File: src/rtl/pmod_als_spi_receiver.sv
// rtl/pmod_als_spi_receiver.sv - SPI master reading the PMOD ALS (ADC081S021) light sensor
//
// Purpose: generates a free-running sck, frames 16-bit conversions with cs,
// and presents the 8-bit light value (packet bits [11:4]) with a one-clk
// valid pulse. Conversions run single-shot on start, or periodically while
// auto_en is high.
//
// Ports:
//   clk, rst_n   system clock, asynchronous active-low reset
//   start        single-clk conversion request (one extra request queued while busy)
//   auto_en      level; enables periodic conversions every AUTO_PERIOD idle sck periods
//   cs, sck      sensor chip select (active low) and serial clock
//   sdo          sensor serial data, asynchronous to clk
//   value/valid  last captured light value and its one-clk update strobe
//   busy         high from request accept until the frame and its cs-high gap end
//   frame_err    only with PMOD_ALS_FRAME_CHECK_EN: nonzero padding bits seen
//
// Optional feature macro: PMOD_ALS_FRAME_CHECK_EN

module pmod_als_spi_receiver #(
  parameter int CLK_DIV     = 4,
  parameter int AUTO_PERIOD = 256
) (
  input  logic       clk,
  input  logic       rst_n,
  input  logic       start,
  input  logic       auto_en,
  output logic       cs,
  output logic       sck,
  input  logic       sdo,
  output logic [7:0] value,
  output logic       valid,
  output logic       busy
`ifdef PMOD_ALS_FRAME_CHECK_EN
  ,
  output logic       frame_err
`endif
);

  localparam int DIV_W  = $clog2(CLK_DIV);
  localparam int AUTO_W = $clog2(AUTO_PERIOD + 1);

  typedef enum logic [2:0] {
    ST_IDLE,
    ST_ARM,
    ST_SHIFT,
    ST_DONE,
    ST_GAP
  } state_t;

  state_t            state_q, state_d;
  logic [DIV_W-1:0]  div_cnt_q, div_cnt_d;
  logic              sck_q, sck_d;
  logic              sdo_m_q, sdo_s_q;
  logic [4:0]        cnt_q, cnt_d;
  logic [15:0]       shift_q, shift_d;
  logic              cs_q, cs_d;
  logic [7:0]        value_q, value_d;
  logic              valid_q, valid_d;
  logic              busy_q, busy_d;
  logic              pending_q, pending_d;
  logic [AUTO_W-1:0] auto_cnt_q, auto_cnt_d;
  logic              tick, rise, auto_expired, req;
`ifdef PMOD_ALS_FRAME_CHECK_EN
  logic              frame_err_q, frame_err_d;
`else
  logic              unused_pad;
  assign unused_pad = ^{shift_q[15], shift_q[3:0]};
`endif

  // sck toggles every CLK_DIV clks; a rise is the toggle taken while sck is low.
  always_comb begin
    tick      = (div_cnt_q == DIV_W'(CLK_DIV - 1));
    div_cnt_d = tick ? '0 : div_cnt_q + 1'b1;
    sck_d     = tick ? ~sck_q : sck_q;
    rise      = tick & ~sck_q;
  end

  assign auto_expired = auto_en && (auto_cnt_q == AUTO_W'(AUTO_PERIOD));
  assign req          = start || auto_expired;

  always_comb begin
    state_d    = state_q;
    cnt_d      = cnt_q;
    shift_d    = shift_q;
    cs_d       = cs_q;
    value_d    = value_q;
    valid_d    = 1'b0;
    pending_d  = pending_q;
    auto_cnt_d = auto_cnt_q;
`ifdef PMOD_ALS_FRAME_CHECK_EN
    frame_err_d = frame_err_q;
`endif

    // Timer only advances while idle and saturates so expiry stays visible.
    if (!auto_en) begin
      auto_cnt_d = '0;
    end else if (state_q == ST_IDLE && rise && auto_cnt_q != AUTO_W'(AUTO_PERIOD)) begin
      auto_cnt_d = auto_cnt_q + 1'b1;
    end

    // One-deep request queue; further starts while pending are dropped.
    if (state_q != ST_IDLE && start) begin
      pending_d = 1'b1;
    end

    case (state_q)
      ST_IDLE: begin
        if (req) state_d = ST_ARM;
      end
      ST_ARM: begin
        if (rise) begin
          cs_d    = 1'b0;
          cnt_d   = '0;
          state_d = ST_SHIFT;
        end
      end
      ST_SHIFT: begin
        if (rise) begin
          shift_d = {shift_q[14:0], sdo_s_q};
          cnt_d   = cnt_q + 5'd1;
          if (cnt_q == 5'd15) begin
            cs_d    = 1'b1;
            state_d = ST_DONE;
          end
        end
      end
      ST_DONE: begin
        value_d    = shift_q[11:4];
        valid_d    = 1'b1;
        auto_cnt_d = '0;
        cnt_d      = '0;
        state_d    = ST_GAP;
`ifdef PMOD_ALS_FRAME_CHECK_EN
        frame_err_d = (shift_q[15:12] != 4'h0) || (shift_q[3:0] != 4'h0);
`endif
      end
      ST_GAP: begin
        // Two rises with cs high let the sensor reload its shift buffer.
        if (rise) begin
          cnt_d = cnt_q + 5'd1;
          if (cnt_q == 5'd1) begin
            // A start landing on this exact clk is honoured rather than lost.
            if (pending_q || start) begin
              pending_d = 1'b0;
              state_d   = ST_ARM;
            end else begin
              state_d = ST_IDLE;
            end
          end
        end
      end
      default: state_d = ST_IDLE;
    endcase

    busy_d = (state_d != ST_IDLE);
  end

  always_ff @(posedge clk or negedge rst_n) begin
    if (!rst_n) begin
      state_q    <= ST_IDLE;
      div_cnt_q  <= '0;
      sck_q      <= 1'b1;
      sdo_m_q    <= 1'b0;
      sdo_s_q    <= 1'b0;
      cnt_q      <= '0;
      shift_q    <= '0;
      cs_q       <= 1'b1;
      value_q    <= '0;
      valid_q    <= 1'b0;
      busy_q     <= 1'b0;
      pending_q  <= 1'b0;
      auto_cnt_q <= '0;
    end else begin
      state_q    <= state_d;
      div_cnt_q  <= div_cnt_d;
      sck_q      <= sck_d;
      sdo_m_q    <= sdo;
      sdo_s_q    <= sdo_m_q;
      cnt_q      <= cnt_d;
      shift_q    <= shift_d;
      cs_q       <= cs_d;
      value_q    <= value_d;
      valid_q    <= valid_d;
      busy_q     <= busy_d;
      pending_q  <= pending_d;
      auto_cnt_q <= auto_cnt_d;
    end
  end

`ifdef PMOD_ALS_FRAME_CHECK_EN
  always_ff @(posedge clk or negedge rst_n) begin
    if (!rst_n) frame_err_q <= 1'b0;
    else        frame_err_q <= frame_err_d;
  end
  assign frame_err = frame_err_q;
`endif

  assign cs    = cs_q;
  assign sck   = sck_q;
  assign value = value_q;
  assign valid = valid_q;
  assign busy  = busy_q;

endmodule

File: config.mk
export PLATFORM = sky130hd
export DESIGN_NAME = pmod_als_spi_receiver
export DESIGN_NICKNAME = d
export VERILOG_FILES = /design/src/rtl/pmod_als_spi_receiver.sv
export SDC_FILE = /design/constraint.sdc
export NUM_CORES = 1
export LEC_CHECK = 0
export CAP_MARGIN = 20
export CORE_ASPECT_RATIO = 1.75
export CORE_MARGIN = 3
export CORE_UTILIZATION = 46
export CTS_BUF_LIST = sky130_fd_sc_hd__clkbuf_2
export DETAILED_ROUTE_END_ITERATION = 8
export PLACE_DENSITY = 0.65
export SLEW_MARGIN = 0
export SYNTH_ARGS = -nofsm -noshare
export SYNTH_HDL_FRONTEND = slang
export SYNTH_SLANG_ARGS = --single-unit
File: constraint.sdc
create_clock -name clk -period 4.5 [get_ports clk]
set_input_delay 0.9 -clock clk [delete_from_list [all_inputs] [get_ports clk]]
set_output_delay 0.9 -clock clk [all_outputs]
set_load 0.01 [all_outputs]
-- After elaboration in Yosys (flattened, before gate mapping)
Index checks and enable logic that the tools add are counted.
- bits in writable memories: 0
- word-level logic and storage cells: 72
- bits in latches: 0
- output and inout port bits: 12
- ROM bits: 0
- bits of input ports: 5
- bits in registers: 46
- memories kept: 0
- shifts and indexed selects: 0
- reduce and logical (&&, ||, !) cells: 15
- bitwise logic cells: 2
- mux-type cells: 25
- magnitude comparators: 0
- divide/modulo/power cells: 0
- $mul: 0
- $add $sub $neg: 3
- eq/ne operators: 14
- operators by type and width (operator ; count):
    $mux W9 ; 3
    $mux W3 ; 6
    $pmux W3 S5 ; 1
    $pmux W5 S3 ; 1
    $mux W1 ; 10
    $mux W5 ; 2
    $add A9 B1 Y9 const B ; 1
    $eq A9 B9 Y1 const B ; 1
    $ne A9 B9 Y1 const B ; 1
    $reduce_bool A3 Y1 ; 3
    $eq A3 B2 Y1 const B ; 2
    $ne A2 B2 Y1 const B ; 3
    $add A5 B1 Y5 const B ; 1
    $eq A5 B1 Y1 const B ; 1
    $eq A5 B4 Y1 const B ; 1
    $logic_and A1 B1 Y1 ; 4
    $reduce_and A4 Y1 ; 1
    $eq A3 B1 Y1 const B ; 1
    $eq A3 B3 Y1 const B ; 1
    $logic_not A3 Y1 ; 1
    $ne A3 B1 Y1 const B ; 1
    $reduce_and A3 Y1 ; 1
    $add A2 B1 Y2 const B ; 1
    $eq A2 B2 Y1 const B ; 1
    9 further kinds ; 10

-- Depth between registers and ports, before layout
Gate-level depths: netlist (run 1).
- depth after elaboration: 7
- gate-level depth with buffers: 7
- mapped depth without buffers: 7

-- Least setup slack after synthesis (run 1)
No wires, ideal clock.
- path kind: reg-to-reg
- from: register div_cnt_q[0]
- to: register shift_q[0]
- data required time: 4375 ps
- cell stages (with the launch flop): 7
- path buffers: 2
- period minus slack after synthesis: 1877 ps
- setup slack: 2623 ps
- library setup time: 125 ps
- arrival: 1752 ps
- cells stage by stage: dfrtp_1 > ha_1 > or3b_1 > buf_6 > or2_4 > buf_6 > mux2_4
- longest elaborated chain between the ends: 3
- ends and longest elaborated chain (element ; line ; text):
    start: declaration ; 52 ; logic [DIV_W-1:0] div_cnt_q, div_cnt_d;
    start signal: assignment ; 176 ; div_cnt_q <= div_cnt_d;
    $eq A2 B2 Y1 ; 73 ; tick = (div_cnt_q == DIV_W'(CLK_DIV - 1));
    $and A1 B1 Y1 ; 76 ; rise = tick & ~sck_q;
    $reduce_and A2 Y1 (no source line) ; n/a ;
    end signal: assignment ; 181 ; shift_q <= shift_d;
    end: declaration ; 56 ; logic [15:0] shift_q, shift_d;
Every way passes these cells.
A chain may end at the register's enable or synchronous reset.

-- Worst setup path in the final report (run 1)
- from: register sck_q, in the netlist sck
- to: output sck
- RTL lines (element ; line ; text):
    start: declaration ; 53 ; logic sck_q, sck_d;
    start signal: assignment ; 177 ; sck_q <= sck_d;
    end: declaration ; 29 ; output logic sck,
No word-level cell between the ends.

==> results of run 1 <==
## flip-flops by register name (all words and copies together), names as in the netlist
name        count
busy            1
shift_q        12
sck             1
valid           1
div_cnt_q       2
auto_cnt_q      9
value           8
cs              1
sdo_s_q         1
sdo_m_q         1
state_q         3
pending_q       1
cnt_q           5
## through the flow
step,area (sq um),utilization,setup slack [ns],power (mW),instances
after floorplan,2290,-,2.62,0.618,212
after global placement,2450,0.517,2.34,0.667,270
after detailed placement,2450,0.517,2.29,0.670,270
after CTS,2500,0.526,1.98,0.848,278
after global routing,2520,0.531,1.93,0.896,279
final,2520,0.531,2.02,0.839,279
## layout make-up
cell class	instances	area, sq um
fillers	411	2230
flip-flops and latches	46	1150
multi-input cells	150	1060
repair buffers	17	175
well taps	52	65.1
clock buffers	5	25.0
inverters	6	22.5
clock inverters	3	21.3
## cell families after synthesis
logic type	Yosys count
xor+xnor	8
mux	16
fa+ha+maj	6
flops	46
simple gates	89
buf+inv	16
compound gates	31
## power by group
group	leakage (nW)	internal (mW)	switching, mW
combinational	0.481	0.0784	0.0812
clock	0.0289	0.0382	0.135
sequential	0.599	0.445	0.0610
## worst paths after layout
kind | endpoint | slack (ns)
worst max-delay path | sck | 2.02
worst min-delay path | value[7] | 0.27
worst max register to register | shift_q[1] | 2.46
worst min register to register | sdo_s_q | 0.39
max in group asynchronous | cs | 3.70
min in group clk | sdo_s_q | 0.39
## worst register-to-register path, cell delays in order, from the launching register on
cell and delay (ns):
sky130_fd_sc_hd__dfrtp_1 0.40, sky130_fd_sc_hd__ha_1 0.25, sky130_fd_sc_hd__or3b_1 0.57, sky130_fd_sc_hd__or2_4 0.42
sky130_fd_sc_hd__mux2_4 0.32
## synthesized netlist by cell type, types with 3 or more instances
library cell,n,share of area
sky130_fd_sc_hd__inv_1,5,0.0082
sky130_fd_sc_hd__nor3_1,5,0.011
sky130_fd_sc_hd__a21oi_1,6,0.013
sky130_fd_sc_hd__a22oi_1,3,0.0098
sky130_fd_sc_hd__nand2b_1,6,0.016
sky130_fd_sc_hd__nor2b_1,3,0.0082
sky130_fd_sc_hd__dfrtp_1,44,0.48
sky130_fd_sc_hd__nor2_1,18,0.030
sky130_fd_sc_hd__xnor2_1,7,0.027
sky130_fd_sc_hd__mux2i_1,4,0.018
sky130_fd_sc_hd__o221ai_1,4,0.015
sky130_fd_sc_hd__nand3b_1,4,0.013
sky130_fd_sc_hd__mux2_4,10,0.066
sky130_fd_sc_hd__o21ai_0,3,0.0066
sky130_fd_sc_hd__clkbuf_1,7,0.011
sky130_fd_sc_hd__nand2_1,31,0.051
sky130_fd_sc_hd__nand3_1,5,0.011
sky130_fd_sc_hd__nor4_1,3,0.0082
sky130_fd_sc_hd__ha_1,6,0.033
## cells in the final DEF (no fill, tap or decap), types with 2 or more instances in the layout
cell type and n:
sky130_fd_sc_hd__a2111oi_2 2, sky130_fd_sc_hd__ha_1 6, sky130_fd_sc_hd__nor3_1 5, sky130_fd_sc_hd__nand2b_1 6, sky130_fd_sc_hd__dfrtp_1 44, sky130_fd_sc_hd__inv_1 5
sky130_fd_sc_hd__nor4_1 3, sky130_fd_sc_hd__clkdlybuf4s50_1 15, sky130_fd_sc_hd__nand3_1 5, sky130_fd_sc_hd__clkbuf_2 5, sky130_fd_sc_hd__nand3b_1 4, sky130_fd_sc_hd__mux2i_1 4
sky130_fd_sc_hd__o21ai_0 3, sky130_fd_sc_hd__a22oi_1 3, sky130_fd_sc_hd__mux2_4 10, sky130_fd_sc_hd__dfstp_2 2, sky130_fd_sc_hd__o221ai_1 4, sky130_fd_sc_hd__nor2b_1 3
sky130_fd_sc_hd__or3b_1 2, sky130_fd_sc_hd__xnor2_1 7, sky130_fd_sc_hd__nor2_1 18, sky130_fd_sc_hd__nand4_1 2, sky130_fd_sc_hd__a21oi_1 6, sky130_fd_sc_hd__or2_2 2
sky130_fd_sc_hd__mux2_2 2, sky130_fd_sc_hd__nand2_1 31
## layer usage
metal | wire length, microns | global-route usage
met1 | 1760 | 0.197
met2 | 2110 | 0.255
met5 | 0 | 0
met3 | 113 | 0.0286
met4 | 83 | 0.0663
==> impl_metrics.env, run 1 <==
export IMPL_finalWeightedCongestion=0.740
export IMPL_route_final_wire_length_mm=4.06
export IMPL_tritoncts_num_buffers=5
export IMPL_path_class="flop to primary output"
export IMPL_number_of_stages_on_the_worst_setup_path=1
export IMPL_fin_setup_tns_ns=0
export IMPL_wire_length_of_the_first_global_routing_pass_mm=7.08
export IMPL_synth_simple_area_share=0.197
export IMPL_drt_iter0_drc=40
export IMPL_tritoncts="yes"
export IMPL_insertedDiodeCount=0
export IMPL_grt_antenna_before_repair=0
export IMPL_grt_overflow_total=0
export IMPL_setup_viol=0
export IMPL_clock_sink_count=46
export IMPL_insertion_delay_ns=0.41
export IMPL_synthesis_area_per_instance_sq_um=10.8
export IMPL_yosys_warnings=0
export IMPL_maxCapViolations=0
export IMPL_clkSlewWorstSetupHoldPaths_ns=0.23
export IMPL_synthAdderAreaFrac=0.0328
export IMPL_cts_max_level=2
export IMPL_clk_path_buf_depth=2
export IMPL_ctsHoldBuffers=0
export IMPL_outcome="finished, final reports clean"
export IMPL_via_count=1550
export IMPL_syn_cell_area_sq_um=2290
export IMPL_hold_viol_final=0
export IMPL_finalHoldWorstSlack_ns=0.271
export IMPL_rr_startpoint="div_cnt_q[0]"
export IMPL_relSlewSlack=0.563
export IMPL_detailedPlacementHpwl_mm=2.84
export IMPL_slowest_delay_ns=0.63
export IMPL_critPathLaunch="sck"
export IMPL_synth_ff_latch_count=46
export IMPL_critical_path_arrival_ns=1.58
export IMPL_synth_mux_area_fraction=0.0930
export IMPL_finalMaxSlewViolations=0
export IMPL_critical_path_peak_fanout=6
export IMPL_fp_coreArea_sq_um=4750
export IMPL_synth_edff_count=0
export IMPL_critPathCaptureType="primary output"
export IMPL_final_layout_size_suffix_gt1_frac=0.150
export IMPL_post_cts_setup_buffers=0
export IMPL_max_freq_ghz=0.402
export IMPL_crit_path_cell_trace="clkdlybuf4s50_1"
export IMPL_timing_critical_path_buf_inv=1
export IMPL_detail_route_wl_per_cell_microns=14.6
export IMPL_avgViaCountPerCell=5.56
export IMPL_fin_crit_sh=0.552
export IMPL_synth_cell_types=50
export IMPL_drt_first_pass_iters=4
export IMPL_grt_usage=0.156
export IMPL_synth_compound_area_share=0.108
export IMPL_postCtsResizedCells=0
export IMPL_worstSetupStartpointType="flop"
export IMPL_antenna_viol_nets_final=0
export IMPL_grt_pass1_vias=1530
export IMPL_synth_async_reset_ratio=1.00
export IMPL_dieArea_sq_um=5890
export IMPL_timing_critical_path_max_delay_family="flip-flops"
export IMPL_syn2layout_area_growth_pct=10.2
export IMPL_io_pin_count=17
export IMPL_p_per_area_nw_per_um2=333
export IMPL_worst_clock_skew_ns=0.00734
export IMPL_grt_setup_unrepaired="no"
export IMPL_p_leak_nw=1.11
export IMPL_critical_path_required_ns=3.60
export IMPL_synth_net_count=223
export IMPL_tightestPinTransition_ns=0.650
export IMPL_final_nets=237
export IMPL_synth_top_family_by_area="simple AND/OR/NAND/NOR gates"
export IMPL_ctsRootBufferMaster="sky130_fd_sc_hd__clkbuf_2"
export IMPL_fin_crit_ns=2.48
export IMPL_worst_r2r_cell_count=4
export IMPL_post_synthesis_share_of_cell_area_spent_on_xor_and_xnor_gates=0.0306
export IMPL_fp_dieW_microns=59.3
export IMPL_post_synth_inst_count=212
export IMPL_yosysSeqAreaShare=0.504
export IMPL_min_delay_path_class="input port to async pin"
export IMPL_buffer_ports_inserted=16
export IMPL_floorplan_rows=33
export IMPL_start_util=0.482
export IMPL_die_y_microns=99.3
export IMPL_critical_path_slowest_cell="sky130_fd_sc_hd__dfstp_2"
export IMPL_route_detailed_drc=0
export IMPL_synthFlopType="sky130_fd_sc_hd__dfrtp_1"
export IMPL_pin_count_of_the_biggest_net_entering_global_routing=47
export IMPL_power_ir_vdd_worst_uv=209
Note: power is estimated with default switching activity, not from simulation.
==> run 2: changes to the inputs <==
==> constraint.sdc (replaced) <==
create_clock -name clk -period 2.3 [get_ports clk]
set_input_delay 0.46 -clock clk [delete_from_list [all_inputs] [get_ports clk]]
set_output_delay 0.46 -clock clk [all_outputs]
set_load 0.01 [all_outputs]
==> run 2 against run 1 <==
Net effect:
- combinational power grew 140%
- sequential share of layout area shrank 0.52 points
- clock power grew 83%
- count of clock-buffer cells in the layout grew 1
- global-route usage grew 0.34 points
==> impl_metrics.env, run 2 (same netlist as run 1, synthesis figures left out) <==
export IMPL_grt_pass1_vias=1590
export IMPL_max_freq_ghz=0.495
export IMPL_slowest_delay_ns=0.55
export IMPL_via_count=1563
export IMPL_insertedDiodeCount=0
export IMPL_syn2layout_area_growth_pct=11.4
export IMPL_route_final_wire_length_mm=4.09
export IMPL_layout_commonest_cell="sky130_fd_sc_hd__dfrtp_1"
export IMPL_cts_max_level=2
export IMPL_clkSlewWorstSetupHoldPaths_ns=0.20
export IMPL_grt_antenna_before_repair=0
export IMPL_tritoncts="yes"
export IMPL_buffer_ports_inserted=16
export IMPL_critical_path_required_ns=2.60
export IMPL_clock_sink_count=46
export IMPL_relSlewSlack=0.578
export IMPL_avgViaCountPerCell=5.48
export IMPL_pin_count_of_the_biggest_net_entering_global_routing=24
export IMPL_largest_register_ff_count=12
export IMPL_commonest_non_fill_non_tap_cells_in_the_layout="sky130_fd_sc_hd__dfrtp_1 (44), sky130_fd_sc_hd__nand2_1 (31), sky130_fd_sc_hd__nor2_1 (18), sky130_fd_sc_hd__clkdlybuf4s50_1 (15), sky130_fd_sc_hd__mux2_4 (10)"
export IMPL_drt_iter0_drc=21
export IMPL_post_cts_setup_buffers=0
export IMPL_insertion_delay_ns=0.39
export IMPL_grt_setup_unrepaired="no"
export IMPL_timing_critical_path_buf_inv=0
export IMPL_fp_coreArea_sq_um=4750
export IMPL_p_per_area_nw_per_um2=645
export IMPL_seq_area_sq_um=1150
export IMPL_final_nets=243
export IMPL_ctsRootBufferMaster="sky130_fd_sc_hd__clkbuf_2"
export IMPL_outcome="finished, final reports clean"
export IMPL_fp_dieW_microns=59.3
export IMPL_io_pin_count=17
export IMPL_critPathCaptureType="flop"
export IMPL_crit_path_cell_trace="ha_1, or3b_1, or2_4, mux2_4"
export IMPL_power_ir_vdd_worst_uv=467
export IMPL_tightestPinTransition_ns=0.628
export IMPL_preCtsSetupSlack_ns=0.294
export IMPL_setup_viol=0
export IMPL_final_layout_size_suffix_gt1_frac=0.167
export IMPL_registers_top_by_ff_count="shift_q"
export IMPL_fin_crit_ns=2.02
export IMPL_setup_slack_ns=0.278
export IMPL_grt_usage=0.160
export IMPL_p_leak_nw=1.14
export IMPL_worst_clock_skew_ns=0.0147
export IMPL_drt_first_pass_iters=4
export IMPL_route_detailed_drc=0
export IMPL_ctsHoldBuffers=1
export IMPL_power_mw=1.64
export IMPL_detail_route_wl_per_cell_microns=14.4
export IMPL_tritoncts_num_buffers=5
export IMPL_critical_path_arrival_ns=2.32
export IMPL_die_y_microns=99.3
export IMPL_timing_critical_path_max_delay_family="simple AND/OR/NAND/NOR gates"
export IMPL_worstSetupStartpointType="flop"
export IMPL_floorplan_rows=33
export IMPL_fin_crit_sh=0.879
export IMPL_critical_path_peak_fanout=12
export IMPL_finalMaxSlewViolations=0
export IMPL_area_of_the_multi_input_gates_sq_um=1060
export IMPL_critical_path_slowest_cell="sky130_fd_sc_hd__or3b_1"
export IMPL_detailedPlacementHpwl_mm=3.04
export IMPL_path_class="flop to flop"
export IMPL_finalWeightedCongestion=0.821
export IMPL_min_delay_path_class="flop to flop"
export IMPL_dieArea_sq_um=5890
export IMPL_start_util=0.482
export IMPL_wire_length_of_the_first_global_routing_pass_mm=7.29
export IMPL_fin_setup_tns_ns=0
export IMPL_maxCapViolations=0
export IMPL_hold_viol_final=0
export IMPL_final_fill_count=431
export IMPL_antenna_viol_nets_final=0
export IMPL_grt_overflow_total=0
export IMPL_postCtsResizedCells=0
export IMPL_clk_path_buf_depth=2
[run 2: cell types whose count changed in the layout (fill, tap and decap cells not counted)]
cell / before / now
sky130_fd_sc_hd__clkinv_2: 1 / 2
sky130_fd_sc_hd__buf_12: 1 / 0
sky130_fd_sc_hd__clkinvlp_4: 1 / 0
sky130_fd_sc_hd__dlygate4sd3_1: 0 / 1
sky130_fd_sc_hd__clkinv_4: 1 / 0
sky130_fd_sc_hd__clkbuf_2: 5 / 6
sky130_fd_sc_hd__buf_4: 0 / 6
[run 2: metal layers]
layer / part of all wire / vias to the layer above / wire length, microns / track usage
met5: 0 / - / 0 / 0
met4: 0.019 / 0 / 76 / 0.0663
met3: 0.029 / 7 / 118 / 0.0273
met2: 0.53 / 23 / 2150 / 0.267
met1: 0.43 / 754 / 1750 / 0.197
li1: - / 779 / - / -
[run 2: final cells by class]
| cell class | instances | share of cell area |
|---|---|---|
| clock buffers | 6 | 0.0118 |
| clock inverters | 2 | 0.00393 |
| inverters | 6 | 0.00884 |
| multi-input cells | 150 | 0.415 |
| flip-flops and latches | 46 | 0.453 |
| well taps | 52 | 0.0255 |
| repair buffers | 23 | 0.0825 |
[run 2: path summary, 6_finish.rpt]
| kind | slack, ns | startpoint | to | depth (start not counted) |
|---|---|---|---|---|
| max in group asynchronous | 1.31 | rst_n | cs | 3 |
| setup reg to reg | 0.28 | div_cnt_q[0] | shift_q[5] | 4 |
| min in group asynchronous | 0.40 | rst_n | valid | 2 |
| setup / recovery | 0.28 | div_cnt_q[0] | shift_q[5] | 4 |
| hold reg to reg | 0.38 | sdo_m_q | sdo_s_q | 0 |
| hold / removal | 0.38 | sdo_m_q | sdo_s_q | 0 |
[run 2: through the flow]
stage / util / area [sq um] / hold WS (ns) / std cells
2_1_floorplan: - / 2290 / 0.164 / 212
5_1_grt: 0.537 / 2550 / 0.372 / 285
4_1_cts: 0.537 / 2550 / 0.378 / 285
3_5_place_dp: 0.526 / 2500 / 0.317 / 276
3_3_place_gp: 0.526 / 2500 / 0.316 / 276
6_report: 0.537 / 2550 / 0.382 / 285
[run 2: worst register-to-register path, delay by kind of cell (launching register included)]
kind          cells  cell delay, ns
simple gates      2            0.96
mux               1            0.32
flops             1            0.40
fa+ha+maj         1            0.26
[run 2: report_power, final]
| part | switching [mW] | internal [mW] |
|---|---|---|
| combinational | 0.206 | 0.171 |
| clock | 0.241 | 0.0766 |
| sequential | 0.0778 | 0.871 |
| total | 0.524 | 1.12 |
==> run 3: changes to the inputs <==
==> constraint.sdc (replaced) <==
create_clock -name clk -period 2.3 [get_ports clk]
set_input_delay 0.46 -clock clk [delete_from_list [all_inputs] [get_ports clk]]
set_output_delay 0.46 -clock clk [all_outputs]
set_load 0.005 [all_outputs]
==> results of run 3 <==
The final DEF is identical to that of run 2. Status: finished, final reports clean.
